<file path="src/rtl/mem_access_unit.sv">
// Load/store initiator driving a word-only data memory with 1-cycle read latency.
// Optional request checking (alignment, range) is enabled by defining MEM_ACCESS_ERR_EN.
module mem_access_unit #(
   parameter int unsigned MEM_SIZE = 4096
) (
   input  logic        clk,
   input  logic        reset,
   input  logic        req_valid,
   output logic        req_ready,
   input  logic        req_write,
   input  logic [1:0]  req_size,
   input  logic        req_signed,
   input  logic [31:0] req_addr,
   input  logic [31:0] req_wdata,
   output logic        resp_valid,
   output logic [31:0] resp_rdata,
   output logic        resp_err,
   output logic        mem_write_en,
   output logic [31:0] mem_write_addr,
   output logic [31:0] mem_write_data,
   output logic [31:0] mem_read_addr,
   input  logic [31:0] mem_read_data
);

   typedef enum logic [2:0] {
      IDLE,
      LD_RD,
      LD_RESP,
      ST_RD,
      ST_WR
`ifdef MEM_ACCESS_ERR_EN
      , ERR
`endif
   } state_t;

   state_t      state, next_state;
   logic [31:0] addr_q, wdata_q;
   logic [1:0]  size_q;
   logic        sgn_q, wr_q;
   logic [31:0] word_addr, load_data, store_data;
   logic [7:0]  byte_lane;
   logic [15:0] half_lane;

`ifdef MEM_ACCESS_ERR_EN
   logic [2:0]  nbytes;
   logic [32:0] end_addr;
   logic        reject;

   always_comb begin
      case (req_size)
         2'b00:   nbytes = 3'd1;
         2'b01:   nbytes = 3'd2;
         default: nbytes = 3'd4;
      endcase
      end_addr = {1'b0, req_addr} + 33'(nbytes);
      reject   = (req_size == 2'b01 && req_addr[0])
              || (req_size[1] && req_addr[1:0] != 2'b00)
              || (end_addr > 33'(MEM_SIZE));
   end
`endif

   always_ff @(posedge clk or negedge reset) begin
      if (!reset) begin
         state   <= IDLE;
         addr_q  <= '0;
         wdata_q <= '0;
         size_q  <= '0;
         sgn_q   <= 1'b0;
         wr_q    <= 1'b0;
      end else begin
         state <= next_state;
         if (state == IDLE && req_valid) begin
            addr_q  <= req_addr;
            wdata_q <= req_wdata;
            size_q  <= req_size;
            sgn_q   <= req_signed;
            wr_q    <= req_write;
         end
      end
   end

   assign word_addr = {addr_q[31:2], 2'b00};
   assign byte_lane = mem_read_data[{addr_q[1:0], 3'b000} +: 8];
   assign half_lane = addr_q[1] ? mem_read_data[31:16] : mem_read_data[15:0];

   // Misaligned halves/words fall back to the containing word's lanes.
   always_comb begin
      case (size_q)
         2'b00:   load_data = sgn_q ? {{24{byte_lane[7]}}, byte_lane} : {24'h0, byte_lane};
         2'b01:   load_data = sgn_q ? {{16{half_lane[15]}}, half_lane} : {16'h0, half_lane};
         default: load_data = mem_read_data;
      endcase
   end

   always_comb begin
      store_data = mem_read_data;
      case (size_q)
         2'b00: store_data[{addr_q[1:0], 3'b000} +: 8] = wdata_q[7:0];
         2'b01: begin
            if (addr_q[1]) store_data[31:16] = wdata_q[15:0];
            else           store_data[15:0]  = wdata_q[15:0];
         end
         default: store_data = wdata_q;
      endcase
   end

   always_comb begin
      next_state     = state;
      req_ready      = 1'b0;
      resp_valid     = 1'b0;
      resp_rdata     = '0;
      resp_err       = 1'b0;
      mem_write_en   = 1'b0;
      mem_write_addr = '0;
      mem_write_data = '0;
      mem_read_addr  = '0;
      case (state)
         IDLE: begin
            req_ready = 1'b1;
            if (req_valid) begin
`ifdef MEM_ACCESS_ERR_EN
               if (reject)              next_state = ERR;
               else
`endif
               if (!req_write)          next_state = LD_RD;
               else if (req_size[1])    next_state = ST_WR;
               else                     next_state = ST_RD;
            end
         end
         LD_RD: begin
            mem_read_addr = word_addr;
            next_state    = LD_RESP;
         end
         LD_RESP: begin
            resp_valid = 1'b1;
            resp_rdata = load_data;
            next_state = IDLE;
         end
         ST_RD: begin
            mem_read_addr = word_addr;
            next_state    = ST_WR;
         end
         ST_WR: begin
            mem_write_en   = wr_q;
            mem_write_addr = word_addr;
            mem_write_data = store_data;
            resp_valid     = 1'b1;
            next_state     = IDLE;
         end
`ifdef MEM_ACCESS_ERR_EN
         ERR: begin
            resp_valid = 1'b1;
            resp_err   = 1'b1;
            next_state = IDLE;
         end
`endif
         default: next_state = IDLE;
      endcase
   end

endmodule

</file>
<file path="config.mk">
export PLATFORM = sky130hd
export DESIGN_NAME = mem_access_unit
export DESIGN_NICKNAME = d
export VERILOG_FILES = /design/src/rtl/mem_access_unit.sv
export SDC_FILE = /design/constraint.sdc
export NUM_CORES = 1
export LEC_CHECK = 0
export CORE_AREA = 2 2 139 141
export CTS_BUF_LIST = sky130_fd_sc_hd__clkbuf_16
export CTS_CLUSTER_DIAMETER = 200
export DETAILED_ROUTE_END_ITERATION = 7
export DIE_AREA = 0 0 141 143
export PLACE_DENSITY = 0.59
export SLEW_MARGIN = 20
export SYNTH_ARGS = -nofsm -noshare
export SYNTH_HDL_FRONTEND = slang
export SYNTH_SLANG_ARGS = --single-unit
</file>
<file path="constraint.sdc">
create_clock -name clk -period 2.8 [get_ports clk]
set_input_delay 0.56 -clock clk [delete_from_list [all_inputs] [get_ports clk]]
set_output_delay 0.56 -clock clk [all_outputs]
set_load 0.02 [all_outputs]
</file>
==> results of run 1 <==
==> per-layer routing <==
metal | vias up | part of all wire, % | track usage (%)
met5 | - | 0 | 0
met4 | 0 | 1.7 | 6.58
met3 | 26 | 10 | 6.17
met2 | 297 | 46 | 32.7
met1 | 2697 | 43 | 26.7
li1 | 2614 | - | -
==> worst max-delay path, stage by stage <==
cell and delay (ns):
clkdlybuf4s50_1 0.48, mux2_2 0.29, and3_1 0.21, o21ai_4 0.24
a221oi_1 0.11, clkdlybuf4s15_1 0.30
==> path summary, 6_finish.rpt <==
kind / start / to / slack, ns / depth (start not counted)
setup reg to reg: state[2] / addr_q[25] / 0.97 / 5
setup / recovery: mem_read_data[15] / resp_rdata[11] / 0.03 / 6
hold / removal: reset / addr_q[9] / 0.38 / 1
min in group clk: wr_q / wr_q / 0.50 / 1
hold reg to reg: wr_q / wr_q / 0.50 / 1
max in group asynchronous: reset / wdata_q[11] / 1.82 / 1
==> power by group <==
group          internal, mW  leakage [nW]  total, mW  switching (mW)
combinational          1.78          2.80       3.65            1.86
clock                 0.584         0.137      0.994           0.410
sequential             1.42         0.834       1.83           0.411
total                  3.79          3.77       6.47            2.68
==> final cells by class <==
type                    instances  area [sq um]
fillers                      1820         10200
multi-input cells             418          3180
repair buffers                321          2840
flip-flops and latches         71          1780
well taps                     234           293
clock buffers                   9           225
inverters                      20          75.1
clock inverters                 6          31.3
diodes                          1          2.50
==> cell usage in the layout (no fill, tap or decap), types with 3 or more instances in the layout <==
master           instances
nor2b_1                  3
and3_1                  32
dlygate4sd2_1            9
buf_4                   86
a221oi_2                 5
nor2_2                   3
mux2i_1                  3
clkinv_2                 3
clkdlybuf4s50_1        161
o21ai_0                 36
nor2_1                  11
a222oi_1                16
and2_1                  30
inv_1                   19
o22ai_1                 15
mux2_2                  82
nor3_1                   8
a31oi_1                  8
a221oi_1                11
dfrtp_1                 71
mux4_2                   7
ha_1                     4
o21ai_1                  9
a22oi_1                  8
inv_2                    3
a22o_1                   7
clkbuf_2                28
buf_2                   18
conb_1                   5
clkbuf_16               10
o31a_1                   8
clkdlybuf4s15_1          6
buf_12                   5
nand2_1                 80
==> state kept, by name, summed over array words and instances, names as in the netlist <==
name	flops
addr_q	32
wdata_q	32
size_q	2
state	3
sgn_q	1
wr_q	1
==> repair_timing <==
item | in CTS | in global routing
setup buffers | 1 | 4
gates cloned | 1 | 1
endpoints found under the setup margin | 65 | 62
resized for setup | 152 | 106
pin swaps | 0 | 8
==> cells by family after synthesis <==
group | count (synthesis)
simple gates | 186
compound gates | 128
mux | 93
buf+inv | 74
flops | 71
fa+ha+maj | 5
other cells | 1
==> through the flow <==
step	setup slack (ns)	util, %	setup TNS [ns]
floorplan	0.138	-	0
global route	-0.0320	45.3	-0.0471
CTS	-0.0887	45.7	-0.186
global placement	-0.305	44.4	-10.45
finish	0.0350	45.3	0
detailed placement	-0.303	44.4	-10.49
==> impl_metrics.json, run 1 <==
{
  "end_kind": "output port",
  "drtIter0Drc": 638,
  "htreeDepth": 3,
  "status": "completed",
  "worst-setup-path-type": "input port to output port",
  "final_nets": 949,
  "clkLatencyLatePin_ns": 0.33,
  "synthXorXnorAreaFrac_pct": 0,
  "skew_ns": 0.00647,
  "hp-class": "input port to asynchronous set/reset pin",
  "place_inst": 1057,
  "die-width_um": 141,
  "hold_violations": 0,
  "fp-row-count": 50,
  "area_growth_pct": 58.0,
  "yosysTopAreaCellShare_pct": 33.3,
  "synth_edf_count": 0,
  "required_ns": 2.24,
  "period_needed_ns": 2.77,
  "leakagePower_nw": 3.77,
  "ys_warn_count": 0,
  "detail-route-antenna-nets": 0,
  "clk_path_buf_depth": 2,
  "layout-drive-gt1-share_pct": 32.4,
  "synth-compound-area-share_pct": 17.1,
  "finalSetupViolCount": 0,
  "stdcell_area_sq_um": 8420,
  "worst_pin_slew_ns": 0.927,
  "stdcell_count": 1080,
  "drv_slew": 0,
  "io_pins": 235,
  "finalPower_mw": 6.47,
  "synth_area_sq_um": 5330,
  "synth_mux_area_share_pct": 21.0,
  "synth_top_family_by_area": "multiplexers",
  "cts_tree": "done",
  "ys_dominant_reg_cell": "dfrtp_1",
  "ys_types": 46,
  "grt.total_usage_pct": 20.5,
  "root_buffer": "clkbuf_16",
  "numCtsBuffers": 9,
  "clk_pin_slew_ns": 0.05,
  "cap_viol_max_count": 0,
  "hpwlAfterDp_mm": 15.8,
  "grt_overflow": 0,
  "initial_core_util_pct": 28.7,
  "port_buffers": 229,
  "yosysMostFrequentCell": "mux2_2",
  "critPathMaxFanout": 7,
  "start_kind": "input port",
  "wl_mm": 21.2,
  "viasPerCell": 5.22,
  "period_share_pct": 98.8,
  "gp_congestion": 0.921,
  "power_density_nw_per_um2": 769,
  "vias": 5634,
  "grt_pass1_vias": 5466,
  "async_flop_share_pct": 100,
  "placed_cell_area_sq_um": 8250,
  "grt_max_degree": 72,
  "routedWlPerCell_um": 19.6,
  "antenna_found_initial": 1,
  "cts.sinks": 71,
  "yosysTopAreaCell": "dfrtp_1",
  "ir_worst_vdd_v": 0.000463,
  "synth.area.top_cells": "dfrtp_1, mux2_2, nand2_1",
  "fmax_mhz": 362,
  "yosys-top-cells-count": "mux2_2, nand2_1, dfrtp_1",
  "ys_seq_area_share_pct": 33.3,
  "hold_ws_ns": 0.378,
  "design.core.area_sq_um": 18600,
  "netlist_instances": 558,
  "synth.avg_cell_area_sq_um": 9.55,
  "rsz0062_at_grt": "true",
  "cp_data_arrival_time_ns": 2.21,
  "grt_pass1_wl_mm": 31.7,
  "ctsHoldBuffers": 0,
  "maxSlewHeadroom_pct": 38.2,
  "die_h_um": 143,
  "dieArea_sq_um": 20200,
  "yosys.area_share.simple_pct": 18.7,
  "drc_errors": 0,
  "dr.pass1.iters": 8,
  "synthAdderAreaFrac_pct": 1.17,
  "ys_ff_latch": 71
}
(Power assumes the default switching activity.)
==> inputs of run 2 (changes only) <==
--- a/config.mk
+++ b/config.mk
@@ -5,11 +5,11 @@
 export SDC_FILE = /design/constraint.sdc
 export NUM_CORES = 1
 export LEC_CHECK = 0
-export CORE_AREA = 2 2 139 141
+export CORE_AREA = 2 2 125 157
 export CTS_BUF_LIST = sky130_fd_sc_hd__clkbuf_16
 export CTS_CLUSTER_DIAMETER = 200
 export DETAILED_ROUTE_END_ITERATION = 7
-export DIE_AREA = 0 0 141 143
+export DIE_AREA = 0 0 127 159
 export PLACE_DENSITY = 0.59
 export SLEW_MARGIN = 20
 export SYNTH_ARGS = -nofsm -noshare
==> constraint.sdc (replaced) <==
create_clock -name clk -period 2.8 [get_ports clk]
set_input_delay 0.84 -clock clk [delete_from_list [all_inputs] [get_ports clk]]
set_output_delay 0.84 -clock clk [all_outputs]
set_load 0.02 [all_outputs]
==> impl_metrics.json, run 2 (synthesized netlist as in run 1, its figures left out) <==
{
  "worst_path_largest_cell_delay_ns": 0.41,
  "rr_startpoint": "state[2]",
  "gp_congestion": 0.894,
  "detail-route-antenna-nets": 0,
  "violations": "negative setup slack",
  "htreeDepth": 3,
  "start_kind": "register",
  "viasPerCell": 5.28,
  "finalSetupViolCount": 56,
  "cap_viol_max_count": 0,
  "leakagePower_nw": 4.42,
  "fmax_mhz": 339,
  "initial_core_util_pct": 28.6,
  "setup_ws_ns": -0.146,
  "whs_path_depth": 1,
  "hp-class": "register to register",
  "multi_input_area_sq_um": 3710,
  "worst_pin_slew_ns": 0.903,
  "r2r_end": "addr_q[8]",
  "placed_cell_area_sq_um": 8390,
  "root_buffer": "clkbuf_16",
  "final_nets": 975,
  "skew_ns": 0.00510,
  "period_needed_ns": 2.95,
  "critPathMaxFanout": 8,
  "power_density_nw_per_um2": 827,
  "hp-start": "wdata_q[19]",
  "crit_slowest_cell": "dfrtp_1",
  "die-width_um": 127,
  "period_share_pct": 105,
  "grt.total_usage_pct": 21.8,
  "n_fill_cell": 1794,
  "clk_pin_slew_ns": 0.06,
  "io_pins": 235,
  "hold_violations": 0,
  "required_ns": 1.96,
  "clkLatencyLatePin_ns": 0.32,
  "antenna_found_initial": 0,
  "maxSlewHeadroom_pct": 39.8,
  "n_antenna_cell": 0,
  "ir_worst_vdd_v": 0.000273,
  "vias": 5833,
  "stdcell_area_sq_um": 9370,
  "dr.pass1.iters": 6,
  "fp-row-count": 56,
  "r2r_slack_ns": 0.89,
  "layout-drive-gt1-share_pct": 47.4,
  "port_buffers": 229,
  "drv_slew": 0,
  "design.core.area_sq_um": 18600,
  "rr_worst_depth": 5,
  "dieArea_sq_um": 20200,
  "wl_mm": 22.9,
  "grt_max_degree": 72,
  "final_cell_mix": "buf_4, mux2_2, dfrtp_1, clkdlybuf4s50_1, nand2_1",
  "routedWlPerCell_um": 20.8,
  "dp_slack_ns": -0.949,
  "die_h_um": 159,
  "end_kind": "output port",
  "cp_data_arrival_time_ns": 2.11,
  "cts_tree": "done",
  "rsz0062_at_grt": "true",
  "final_common_cell": "buf_4",
  "cts.sinks": 71,
  "clk_path_buf_depth": 2,
  "drc_errors": 0,
  "drtIter0Drc": 405,
  "grt_pass1_wl_mm": 34.7,
  "numCtsBuffers": 9,
  "grt_overflow": 0,
  "holdPathEnd": "wdata_q[19]",
  "area_growth_pct": 75.7,
  "hpwlAfterDp_mm": 17.1,
  "regArea_sq_um": 1780,
  "worst-setup-path-type": "register to output port",
  "reg_top3": "addr_q x32, wdata_q x32, state x3",
  "status": "complete, but fails checks",
  "grt_pass1_vias": 6068,
  "worstPathCellList": "buf_6, buf_12, mux2_4, a222oi_1, o21ai_1, buf_4"
}
## run 2: cell count changes in the layout (fill, tap and decap cells not counted), moves of 10 or more
cell	previous run	this run
a221oi_1	11	0
buf_2	18	29
buf_4	86	116
buf_6	2	39
clkbuf_2	28	5
clkdlybuf4s50_1	161	70
dlygate4sd2_1	9	62
nand2_1	80	69
o21ai_0	36	18
o21ai_1	9	19
## run 2: how the worst max path moves through the flow
stage / end / cells after the start / startpoint / slack, ns
after global routing: mem_write_data[5] / 8 / addr_q[1] / -0.24
after global placement: resp_rdata[15] / 6 / mem_read_data[7] / -0.94
after CTS: mem_write_data[31] / 8 / addr_q[0] / -0.18
final: mem_write_data[18] / 6 / addr_q[1] / -0.15
after detailed placement: resp_rdata[12] / 6 / mem_read_data[7] / -0.95
after floorplan: mem_write_data[31] / 8 / addr_q[1] / 0.01
## run 2: metal layers
metal  wire [um]  global-route usage, %  up-vias
li1            -                      -     2665
met1        8740                   25.7     2837
met2       11500                   37.7      290
met3        1940                   5.88       41
met4         720                   8.04        0
met5           0                      0        -
## run 2: power breakdown
part	leakage [nW]	internal [mW]	total, mW	switching [mW]
Sequential	0.833	1.42	1.78	0.356
Clock	0.164	0.864	1.29	0.425
Combinational	3.42	2.30	4.68	2.37
## run 2: worst max-delay path, delay by kind of cell, from the launching register on
| family | cells | cell delay (ns) |
|---|---|---|
| multiplexers | 1 | 0.31 |
| flip-flops | 1 | 0.41 |
| buffers and inverters | 3 | 0.56 |
| AO/OA/AOI/OAI | 2 | 0.50 |
## run 2: cell type report
type	count	area share (%)
inverter	20	0.855
sequential	71	19.0
clock inverter	7	1.19
timing repair buffer	348	33.8
multi-input combinational	417	39.7
tap	232	3.10
clock buffer	9	2.40
## run 2: what timing repair did
item / CTS / global route
endpoints found under the setup margin: 126 / 66
pin swaps: 39 / 50
resized for setup: 569 / 104
buffers inserted: 14 / 14
hold buffers: 0 / 0
cloned: 0 / 3
## run 2: through the flow
step	hold slack [ns]	cells	utilization [%]	power [mW]	TNS, ns
final	0.514	1104	50.2	7.74	-3.82
after floorplan	0.473	562	-	4.02	0
after global routing	0.529	1104	50.2	8.17	-8.73
after detailed placement	0.497	1064	45.0	5.64	-48.42
after CTS	0.515	1091	47.2	7.20	-1.34
after global placement	0.492	1064	45.0	5.56	-46.69
==> inputs of run 3 (changes only) <==
==> constraint.sdc (replaced) <==
create_clock -name clk -period 3.04 [get_ports clk]
set_input_delay 0.912 -clock clk [delete_from_list [all_inputs] [get_ports clk]]
set_output_delay 0.912 -clock clk [all_outputs]
set_load 0.02 [all_outputs]
==> impl_metrics.json, run 3 (synthesized netlist as in run 1, its figures left out) <==
{
  "status": "completed",
  "end_kind": "output port",
  "fp-row-count": 56,
  "cap_viol_max_count": 0,
  "crit_slowest_cell": "dfrtp_1",
  "stdcell_area_sq_um": 8580,
  "routedWlPerCell_um": 19.5,
  "rsz0062_at_grt": "true",
  "clk_pin_slew_ns": 0.06,
  "die-width_um": 127,
  "grt_max_degree": 41,
  "hp-start": "wr_q",
  "viasPerCell": 5.24,
  "power_density_nw_per_um2": 727,
  "die_h_um": 159,
  "start_kind": "register",
  "grt_pass1_vias": 5584,
  "drv_slew": 0,
  "antenna_found_initial": 1,
  "required_ns": 2.13,
  "initial_core_util_pct": 28.6,
  "dieArea_sq_um": 20200,
  "io_pins": 235,
  "design.core.area_sq_um": 18600,
  "cp_data_arrival_time_ns": 2.11,
  "final_cell_mix": "clkdlybuf4s50_1, buf_4, nand2_1, mux2_2, dfrtp_1",
  "critPathMaxFanout": 8,
  "hold_ws_ns": 0.508,
  "worst_path_largest_cell_delay_ns": 0.38,
  "worst_pin_slew_ns": 0.757,
  "hold_violations": 0,
  "period_needed_ns": 3.02,
  "clk_path_buf_depth": 2,
  "htreeDepth": 3,
  "final_util_pct": 46.0,
  "grt_overflow": 0,
  "ctsHoldBuffers": 0,
  "vias": 5719,
  "clkLatencyLatePin_ns": 0.33,
  "dr.pass1.iters": 7,
  "r2r_slack_ns": 1.05,
  "worst-setup-path-type": "register to output port",
  "cts.sinks": 71,
  "drtIter0Drc": 461,
  "path_common_cell": "buf_6",
  "cp.buffers_inverters": 4,
  "dp_slack_ns": -0.854,
  "placed_cell_area_sq_um": 8360,
  "layout-drive-gt1-share_pct": 38.0,
  "area_growth_pct": 61.0,
  "leakagePower_nw": 3.91,
  "skew_ns": 0.00726,
  "maxSlewHeadroom_pct": 49.5,
  "reg_top3": "addr_q x32, wdata_q x32, state x3",
  "final_nets": 961,
  "ir_worst_vdd_v": 0.000334,
  "numCtsBuffers": 9,
  "period_share_pct": 99.4,
  "cts_tree": "done",
  "critical_path.top_delay_family": "buffers and inverters",
  "root_buffer": "clkbuf_16",
  "drc_errors": 0,
  "hp-class": "register to register",
  "rr_startpoint": "state[2]",
  "detail-route-antenna-nets": 0,
  "setup_ws_ns": 0.0191,
  "grt_pass1_wl_mm": 32.3,
  "fmax_mhz": 331,
  "critPathLaunch": "addr_q[1]",
  "final_common_cell": "clkdlybuf4s50_1",
  "gp_congestion": 0.853,
  "port_buffers": 229,
  "finalSetupViolCount": 0,
  "grt.total_usage_pct": 20.3,
  "hpwlAfterDp_mm": 15.9,
  "wl_mm": 21.2,
  "worstPathCellList": "inv_2, ha_4, nor3_4, and4b_1, buf_6, a222oi_1, o21ai_1, buf_4, buf_6"
}
## run 3: cell types whose count changed in the layout (fill, tap and decap cells not counted), sizes merged, moves of 9 or more
cell	delta
clkdlybuf4s50	+60
dlygate4sd2	-47
buf	-37
clkbuf	+9
## run 3: worst paths after layout
path	to	cells after the start
worst max-delay path	mem_write_data[26]	9
worst min-delay path	wr_q	1
worst max register to register	addr_q[4]	6
worst min register to register	wr_q	1
max in group asynchronous	wdata_q[6]	2
min in group asynchronous	addr_q[28]	1
## run 3: timing repair
item	in CTS	in global routing
buffers inserted	3	5
cloned	1	0
pin swaps	21	25
setup endpoints to repair	65	44
gates resized for setup	355	68
## run 3: power breakdown
group	total, mW	internal [mW]	switching, mW	leakage, nW
Combinational	3.53	1.73	1.79	2.93
Clock	1.04	0.636	0.405	0.147
Sequential	1.67	1.31	0.361	0.834
Total	6.23	3.67	2.56	3.91
## run 3: final cells by class
cell class,instances,area [sq um]
Sequential cell,71,1780
Antenna cell,2,5.00
Inverter,20,75.1
Clock inverter,7,72.6
Fill cell,1882,10100
Multi-Input combinational cell,418,3260
Tap cell,232,290
Timing Repair Buffer,333,2870
Clock buffer,9,225
## run 3: metal layers
layer / global-route usage [%] / wire, um / vias to the layer above
li1: - / - / 2638
met1: 25.9 / 8500 / 2760
met2: 32.4 / 9930 / 283
met3: 5.04 / 1930 / 38
met4: 9.29 / 895 / 0
met5: 0 / 0 / -
## run 3: worst register-to-register path: stages (launching register included)
cell	delay, ns
dfrtp_1	0.37
buf_4	0.14
buf_4	0.22
nor3_2	0.15
and2_2	0.20
buf_4	0.39
mux2_2	0.40
## run 3: metrics by stage
step	total power [mW]	std cells	TNS [ns]
2_1_floorplan	3.64	562	0
3_3_place_gp	5.02	1066	-40.30
3_5_place_dp	5.06	1066	-41.11
4_1_cts	6.14	1086	-0.172
5_1_grt	6.60	1090	-0.215
6_report	6.23	1092	0
